[config.mk]
export PLATFORM = sky130hd
export DESIGN_NAME = ti_sif_cfg_seq
export DESIGN_NICKNAME = d
export VERILOG_FILES = /design/src/rtl/ti_sif_pkg.sv /design/src/rtl/ti_sif_cfg_dly_cntr.sv /design/src/rtl/ti_sif_cfg_seq.sv
export SDC_FILE = /design/constraint.sdc
export NUM_CORES = 1
export LEC_CHECK = 0
export CORE_MARGIN = 1
export CORE_UTILIZATION = 42
export DETAILED_ROUTE_END_ITERATION = 10
export PLACE_DENSITY = 0.74
export SETUP_SLACK_MARGIN = 0.02
export SLEW_MARGIN = 0
export SYNTH_ARGS = -nofsm -noshare
export SYNTH_HDL_FRONTEND = slang
export SYNTH_SLANG_ARGS = --single-unit
[constraint.sdc]
create_clock -name i_clk -period 2.5 [get_ports i_clk]
set_clock_uncertainty 0.2 [all_clocks]
set_input_delay 0.5 -clock i_clk [delete_from_list [all_inputs] [get_ports i_clk]]
set_output_delay 0.5 -clock i_clk [all_outputs]
set_load 0.05 [all_outputs]
[src/rtl/ti_sif_pkg.sv]
// Shared types for the ti_sif configuration sequencer: FSM states, table-entry layout, index width helper.
package ti_sif_pkg;
    localparam int SIF_ADDR_BITS = 8;
    localparam int SIF_DATA_BITS = 8;
    localparam int DLY_BITS      = 16;

    typedef enum logic [2:0] {
        ST_IDLE,
        ST_FETCH,
        ST_ISSUE,
        ST_WAIT_DONE,
        ST_DELAY,
        ST_HOST_ISSUE,
        ST_HOST_WAIT
    } seq_state_t;

    typedef struct packed {
        logic                     last;
        logic [DLY_BITS-1:0]      delay;
        logic [SIF_ADDR_BITS-1:0] addr;
        logic [SIF_DATA_BITS-1:0] data;
    } tbl_entry_t;

    function automatic int tbl_aw(input int depth);
        return (depth > 1) ? $clog2(depth) : 1;
    endfunction
endpackage

[src/rtl/ti_sif_cfg_dly_cntr.sv]
// Loadable down-counter; o_done is high in the enabled cycle that holds the count at 1,
// so a load of N followed by N enabled cycles fires on the N-th.
module ti_sif_cfg_dly_cntr #(
    parameter int W = 16
) (
    input  logic         i_clk,
    input  logic         i_arst,
    input  logic         i_load,
    input  logic [W-1:0] i_val,
    input  logic         i_en,
    output logic         o_done
);
    logic [W-1:0] cnt;

    always_ff @(posedge i_clk or posedge i_arst) begin
        if (i_arst)
            cnt <= '0;
        else if (i_load)
            cnt <= i_val;
        else if (i_en && cnt > W'(1))
            cnt <= cnt - W'(1);
    end

    assign o_done = i_en && !i_load && (cnt == W'(1));
endmodule

[src/rtl/ti_sif_cfg_seq.sv]
// Register-table sequencer in front of one ti_sif write engine, with host single-write access.
// Define TI_SIF_SEQ_TIMEOUT_EN to build the o_sif_load -> i_sif_done watchdog.
module ti_sif_cfg_seq
    import ti_sif_pkg::*;
#(
    parameter  int P_TBL_DEPTH     = 64,
    parameter  int P_SIF_ADDR_BITS = SIF_ADDR_BITS,
    parameter  int P_SIF_DATA_BITS = SIF_DATA_BITS,
    parameter  int P_DLY_BITS      = DLY_BITS,
    parameter  int P_TIMEOUT       = 4096,
    localparam int TBL_AW          = tbl_aw(P_TBL_DEPTH),
    localparam int TBL_W           = 1 + P_DLY_BITS + P_SIF_ADDR_BITS + P_SIF_DATA_BITS
) (
    input  logic                       i_clk,
    input  logic                       i_arst,
    input  logic                       i_start,
    output logic [TBL_AW-1:0]          o_tbl_addr,
    input  logic [TBL_W-1:0]           i_tbl_data,
    input  logic                       i_host_req,
    input  logic [P_SIF_ADDR_BITS-1:0] i_host_addr,
    input  logic [P_SIF_DATA_BITS-1:0] i_host_data,
    output logic                       o_host_ack,
    output logic                       o_sif_load,
    output logic [P_SIF_ADDR_BITS-1:0] o_sif_addr,
    output logic [P_SIF_DATA_BITS-1:0] o_sif_data,
    input  logic                       i_sif_done,
    output logic                       o_busy,
    output logic                       o_cfg_done,
    output logic                       o_err,
    output logic [TBL_AW:0]            o_entry_cnt
);
    seq_state_t                 state_q, state_d;
    logic [TBL_AW-1:0]          idx_q;
    logic                       fetch_ph;
    logic                       ent_last;
    logic [P_DLY_BITS-1:0]      ent_dly;
    logic [P_SIF_ADDR_BITS-1:0] ent_addr;
    logic [P_SIF_DATA_BITS-1:0] ent_data;
    logic [TBL_AW:0]            ent_cnt;
    logic                       cfg_done_q;
    logic                       sif_load, host_ack, dly_load, advance, idx_inc, cfg_set;
    logic                       dly_expire, wd_expire;

    ti_sif_cfg_dly_cntr #(.W(P_DLY_BITS)) u_dly (
        .i_clk  (i_clk),
        .i_arst (i_arst),
        .i_load (dly_load),
        .i_val  (ent_dly),
        .i_en   (state_q == ST_DELAY),
        .o_done (dly_expire)
    );

`ifdef TI_SIF_SEQ_TIMEOUT_EN
    localparam int WD_W = $clog2(P_TIMEOUT + 1);
    logic err_q;

    // Armed by every load; only counts while a write is outstanding.
    ti_sif_cfg_dly_cntr #(.W(WD_W)) u_wdog (
        .i_clk  (i_clk),
        .i_arst (i_arst),
        .i_load (sif_load),
        .i_val  (WD_W'(P_TIMEOUT)),
        .i_en   (state_q == ST_WAIT_DONE || state_q == ST_HOST_WAIT),
        .o_done (wd_expire)
    );

    always_ff @(posedge i_clk or posedge i_arst) begin
        if (i_arst)
            err_q <= 1'b0;
        else if (state_q == ST_IDLE && i_start)
            err_q <= 1'b0;
        else if (wd_expire && !i_sif_done)
            err_q <= 1'b1;
    end

    assign o_err = err_q;
`else
    assign wd_expire = 1'b0;
    assign o_err     = 1'b0;
`endif

    always_comb begin
        state_d  = state_q;
        sif_load = 1'b0;
        host_ack = 1'b0;
        dly_load = 1'b0;
        advance  = 1'b0;
        idx_inc  = 1'b0;
        cfg_set  = 1'b0;
        case (state_q)
            ST_IDLE: begin
                if (i_start)
                    state_d = ST_FETCH;
                else if (i_host_req)
                    state_d = ST_HOST_ISSUE;
            end
            ST_FETCH: if (fetch_ph) state_d = ST_ISSUE;
            ST_ISSUE: begin
                sif_load = 1'b1;
                state_d  = ST_WAIT_DONE;
            end
            ST_WAIT_DONE: begin
                if (i_sif_done) begin
                    if (ent_dly != '0) begin
                        dly_load = 1'b1;
                        state_d  = ST_DELAY;
                    end else begin
                        advance = 1'b1;
                    end
                end else if (wd_expire) begin
                    state_d = ST_IDLE;
                end
            end
            ST_DELAY: if (dly_expire) advance = 1'b1;
            ST_HOST_ISSUE: begin
                sif_load = 1'b1;
                state_d  = ST_HOST_WAIT;
            end
            ST_HOST_WAIT: begin
                if (i_sif_done || wd_expire) begin
                    host_ack = 1'b1;
                    state_d  = ST_IDLE;
                end
            end
            default: state_d = ST_IDLE;
        endcase
        // The index never wraps: the last table slot ends the run even without last=1.
        if (advance) begin
            if (ent_last || idx_q == TBL_AW'(P_TBL_DEPTH - 1)) begin
                state_d = ST_IDLE;
                cfg_set = 1'b1;
            end else begin
                state_d = ST_FETCH;
                idx_inc = 1'b1;
            end
        end
    end

    always_ff @(posedge i_clk or posedge i_arst) begin
        if (i_arst) begin
            state_q    <= ST_IDLE;
            idx_q      <= '0;
            fetch_ph   <= 1'b0;
            ent_last   <= 1'b0;
            ent_dly    <= '0;
            ent_addr   <= '0;
            ent_data   <= '0;
            ent_cnt    <= '0;
            cfg_done_q <= 1'b0;
        end else begin
            state_q  <= state_d;
            // Table read data lands one cycle after the address, so FETCH spans two cycles.
            fetch_ph <= (state_q == ST_FETCH) && !fetch_ph;
            if (state_q == ST_IDLE && i_start) begin
                idx_q      <= '0;
                ent_cnt    <= '0;
                cfg_done_q <= 1'b0;
            end
            if (idx_inc)
                idx_q <= idx_q + TBL_AW'(1);
            if (state_q == ST_FETCH && fetch_ph) begin
                ent_data <= i_tbl_data[P_SIF_DATA_BITS-1:0];
                ent_addr <= i_tbl_data[P_SIF_DATA_BITS +: P_SIF_ADDR_BITS];
                ent_dly  <= i_tbl_data[P_SIF_DATA_BITS+P_SIF_ADDR_BITS +: P_DLY_BITS];
                ent_last <= i_tbl_data[TBL_W-1];
            end
            if (state_q == ST_WAIT_DONE && i_sif_done)
                ent_cnt <= ent_cnt + (TBL_AW+1)'(1);
            if (cfg_set)
                cfg_done_q <= 1'b1;
        end
    end

    assign o_tbl_addr  = idx_q;
    assign o_sif_load  = sif_load;
    assign o_sif_addr  = (state_q == ST_HOST_ISSUE) ? i_host_addr : ent_addr;
    assign o_sif_data  = (state_q == ST_HOST_ISSUE) ? i_host_data : ent_data;
    assign o_host_ack  = host_ack;
    assign o_busy      = (state_q != ST_IDLE);
    assign o_cfg_done  = cfg_done_q;
    assign o_entry_cnt = ent_cnt;
endmodule

Yosys cells after proc, flatten, opt, wreduce, memory -nomap -nowiden

Index checks and enable logic that the tools add are counted.

Register bits after elaboration: 67
Output and inout bits: 34
Logic and storage cells: 80

$add $sub $neg: 3
Magnitude comparators: 1
Equal/unequal tests: 14
Muxes and demuxes: 33
Reduce and logical (&&, ||, !) cells: 19

Operator list:

| cell                                                                   | count |
|---|---|
| 16-bit two-way mux                                                     | 2 |
| 3-bit two-way mux                                                      | 7 |
| 3-bit case mux with 7 select lines                                     | 1 |
| 16-bit by 1-bit == test with 1-bit output (second input constant)      | 1 |
| 16-bit by 1-bit > comparator with 1-bit output (second input constant) | 1 |
| 1-bit two-way mux                                                      | 16 |
| 8-bit two-way mux                                                      | 2 |
| 16-bit nonzero test                                                    | 1 |
| 16-bit by 1-bit subtractor with 16-bit output (second input constant)  | 1 |
| 7-bit two-way mux                                                      | 2 |
| 6-bit two-way mux                                                      | 2 |
| 3-bit != test (second input constant)                                  | 4 |
| 3-bit == test (second input constant)                                  | 3 |
| 2-bit nonzero test                                                     | 4 |
| 7-bit by 1-bit adder with 7-bit output (second input constant)         | 1 |
| 1-bit logical AND                                                      | 7 |
| 6-bit by 1-bit adder with 6-bit output (second input constant)         | 1 |
| 3-bit by 2-bit == test with 1-bit output (second input constant)       | 2 |
| 6-bit == test (second input constant)                                  | 1 |
| 6-bit AND reduction                                                    | 1 |
| 4-bit != test (second input constant)                                  | 1 |
| 3-bit by 1-bit == test with 1-bit output (second input constant)       | 1 |
| 3-bit logical NOT                                                      | 1 |
| 3-bit nonzero test                                                     | 1 |
| 5 further kinds                                                        | 6 |

Logic depth before layout (Yosys ltp)

Depth after elaboration: 11
Gate-level depth with buffers: 8

Modules after synthesis

A second synthesis with hierarchy kept.

Cells, all modules: 325
Area total of the unflattened synthesis: 3,578.4 µm²

Modules (own cells, without submodules):

| module              | instances | cells each | area an instance (µm²) | seq. area each (µm²) |
|---|---|---|---|---|
| ti_sif_cfg_seq      | 1         | 211        | 2,534.9                | 1,276.2 |
| ti_sif_cfg_dly_cntr | 1         | 114        | 1,043.5                | 400.4 |

Least setup slack after synthesis

No wires, ideal clock.

Kind: register to register
From: register u_dly.cnt[8]
To: register u_dly.cnt[3]
Data arrival time: 2.077 ns
Required time: 2.174 ns
Path slack: 0.097 ns
Cell stages (with the launch flop): 8
Buffers on the path: 2
Clock period less this slack: 2.403 ns
Path through: dfrtp_1 or4_4 buf_6 nor4_4 a32o_2 buf_8 nor2_4 a221o_1

Cells in the longest elaborated chain, start to end: 3

RTL lines:

| what                                           | RTL line                  | RTL |
|---|---|---|
| start: declaration                             | ti_sif_cfg_dly_cntr.sv:13 | `logic [W-1:0] cnt;` |
| start signal: assignment                       | ti_sif_cfg_dly_cntr.sv:19 | `cnt <= i_val;` |
| start signal: assignment                       | ti_sif_cfg_dly_cntr.sv:21 | `cnt <= cnt - W'(1);` |
| 16-bit by 1-bit > comparator with 1-bit output | ti_sif_cfg_dly_cntr.sv:20 | `else if (i_en && cnt > W'(1))` |
| 1-bit logical AND                              | ti_sif_cfg_dly_cntr.sv:20 |  |
| 2-bit nonzero test (no line)                   | --                        |  |

Every way passes these cells.
A chain may end at the register's enable or synchronous reset.

Worst setup path after layout

From: register u_dly.cnt[4]
To: register u_dly.cnt[3]

The elaborated chain is that of the path after synthesis.

==> flow_summary_export.csv <==
group,metric,value,unit
global_routing,grt_util_all_layers,23.0,%
finish,final_common_cell,"clkdlybuf4s50_1",
global_routing,overflow,0,
drt,vias,3307,
finish,antenna-diode-count,0,
finish,nets,525,
min_path,hp-start,"fetch_ph$_DFF_PP0_",
drt,drtAntennaViolNets,0,
clocking,htreeDepth,3,
flow_run,cap_violations,0,
place,portBuffers,86,
sta,rsz0062_at_grt,"true",
finish,fin_util,65.8,%
synth,synth_warnings,0,
floorplan,start_util,43.7,%
min_path,hold_class,"flip-flop to flip-flop",
clocking,clockRootBuffer,"clkbuf_8",
worst_setup_path,start_kind,"flip-flop",
drt,viasPerCell,5.73,
power,peakVddDrop,0.894,mV
synth,synthCells,336,
worst_setup_path,endpoint_kind,"flip-flop",
synth,synth_cell_type_count,60,
synth,seq_area_frac_synth,46.2,%
clocking,numCtsBuffers,9,
sta,finalMaxSlewViolations,0,
drt,drt-initial-drc-count,246,
floorplan,core_area,8300,µm²
power,power.density,1240,nW/µm²
synth,synth_nets,394,
place,place_congestion,0.926,
clocking,cts_sinks,67,
worst_setup_path,critPathKind,"flip-flop to flip-flop",
drt,routedWlPerCell,17.6,µm
worst_setup_path,cp.arrival,2.50,ns
drt,route.detailed.drc,0,
sta,setup-tns-final,0,ns
min_path,holdPathEnd,"fetch_ph$_DFF_PP0_",
finish,final_cell_mix,"clkdlybuf4s50_1, dfrtp_1, mux2_2",
sta,clock.fmax,404,MHz
floorplan,dieWidth,94.9,µm
clocking,clk_latency,0.35,ns
clocking,cts_tree,"built",
power,p_leak,2.31,nW
run_status,status,"finished, final reports clean",
clocking,clk_pin_slew_worst_paths,0.07,ns
sta,tightest_slew,0.761,ns
sta,slew_headroom,49.1,%
finish,drive_gt1_share,36.2,%
sta,fin_ws,0.0241,ns
floorplan,die_h,94.9,µm
place,place_hpwl,7180,µm
sta,hold_violations,0,
drt,finalWirelength,10100,µm
worst_setup_path,worstReg2RegStart,"u_dly.cnt[4]$_DFFE_PP0P_",
worst_setup_path,crit_required,2.53,ns
synth,ys_seq_elements,67,
worst_setup_path,reg2reg_depth,6,
synth,synth_edf_count,0,
synth,synthArstFlopShare,100,%
clocking,cts_hold_buf,0,
worst_setup_path,r2r_slack,0.02,ns
finish,final_cells,577,
global_routing,grt_max_degree,29,
synth,synth.cell_area,3630,µm²
synth,avgSynthCellArea,10.8,µm²
global_routing,grt_antenna_before_repair,0,
finish,synthToLayoutAreaGrowth,50.6,%
finish,finish.instance_area,5460,µm²
place,dp_cells,551,
floorplan,rows,33,
place,dpl_cell_area,5030,µm²
global_routing,grt_pass1_vias,3245,
sta,post-route-period-util,99.0,%
sta,setup_viol_count_final,0,
drt,firstDrtPassIters,5,
finish,n_fill_cell,605,
worst_setup_path,r2r_end,"u_dly.cnt[3]$_DFFE_PP0P_",
synth,synthFlopType,"dfrtp_1",
min_path,worstHoldPathCells,1,
place,preCtsSetupSlack,-0.0631,ns
floorplan,die_area,9010,µm²
global_routing,grt_pass1_wl,16000,µm
sta,min_period,2.48,ns
worst_setup_path,cp_max_fo,8,
floorplan,io_pins,88,
clocking,clock_path_buffers,2,
==> cells by family after synthesis <==
kind of cell | Yosys count | share of synthesized area [%]
AND/OR/NAND/NOR | 133 | 20.9
flip-flops | 67 | 46.2
AO/OA/AOI/OAI | 56 | 11.8
multiplexers | 51 | 15.8
buffers and inverters | 22 | 3.28
adder cells (fa/ha/maj) | 4 | 1.38
XOR/XNOR | 2 | 0.483
other | 1 | 0.103
==> Yosys cell counts, types with 6 or more instances <==
library cell	instances	area share, %
dfrtp_1	67	46
mux2_2	50	16
nand2_1	40	4.1
nor2_1	14	1.4
nand3_1	11	1.5
nor4_1	11	1.9
o211ai_1	11	2.3
o21ai_0	11	1.5
nor3_1	8	1.1
and2_1	7	1.2
clkbuf_1	7	0.72
inv_1	6	0.62
==> where the power goes <==
| part | leakage (nW) | switching (mW) | internal [mW] |
|---|---|---|---|
| Sequential | 0.848 | 0.384 | 1.52 |
| Clock | 0.108 | 0.446 | 0.589 |
| Combinational | 1.35 | 1.96 | 1.86 |
| Total | 2.31 | 2.79 | 3.96 |
==> what timing repair did <==
item                       in CTS  in global routing
hold endpoints to repair        0                  0
setup endpoints to repair      16                 36
cloned                          0                  1
resized for setup               1                 21
buffers inserted                0                  9
pin swaps                       0                 13
==> worst max path at each step <==
stage                                        start                   endpoint  slack, ns  cells after the start
final                     u_dly.cnt[4]$_DFFE_PP0P_   u_dly.cnt[3]$_DFFE_PP0P_       0.02                      6
after global routing      u_dly.cnt[4]$_DFFE_PP0P_   u_dly.cnt[3]$_DFFE_PP0P_      -0.07                      6
after CTS                 u_dly.cnt[9]$_DFFE_PP0P_  o_tbl_addr[2]$_DFFE_PP0P_       0.03                      6
after detailed placement                i_sif_done  o_tbl_addr[2]$_DFFE_PP0P_      -0.06                      8
after global placement                  i_sif_done   u_dly.cnt[7]$_DFFE_PP0P_       0.01                      6
after floorplan           u_dly.cnt[8]$_DFFE_PP0P_   u_dly.cnt[3]$_DFFE_PP0P_        0.1                      7
==> per-stage QoR <==
stage,power [mW],hold slack (ns)
after floorplan,3.95,0.215
after global placement,5.41,0.227
after detailed placement,5.49,0.241
after CTS,6.54,0.251
after global routing,7.11,0.278
final,6.76,0.247
==> layer usage <==
metal  routed length [µm]  GRT usage (%)
met5                    0              0
met1                 4240           32.0
met2                 5080           34.7
met4                  211           8.96
met3                  620           5.23
==> state kept, by name (all words and copies together), names as in the netlist <==
register and count:
state_q 3, ent_last 1, o_cfg_done 1, u_dly.cnt 16, o_tbl_addr 6, ent_dly 16, ent_data 8, fetch_ph 1
ent_addr 8, o_entry_cnt 7
==> critical path, stage by stage (launching register included) <==
cell and delay (ns):
dfrtp_1 0.39, or4_4 0.58, nor4_4 0.38, a32o_2 0.27, buf_6 0.16, nor2_4 0.05, a221o_1 0.32
==> final cells by class <==
| cell class | count | area, µm² | share of cell area, % |
|---|---|---|---|
| clock buffers | 10 | 138 | 2.52 |
| clock inverters | 6 | 88.8 | 1.63 |
| inverters | 6 | 22.5 | 0.412 |
| multi-input cells | 247 | 1930 | 35.4 |
| flip-flops and latches | 67 | 1680 | 30.7 |
| well taps | 105 | 131 | 2.40 |
| repair buffers | 136 | 1470 | 26.9 |
No activity file was read; power rests on OpenSTA's default activity.
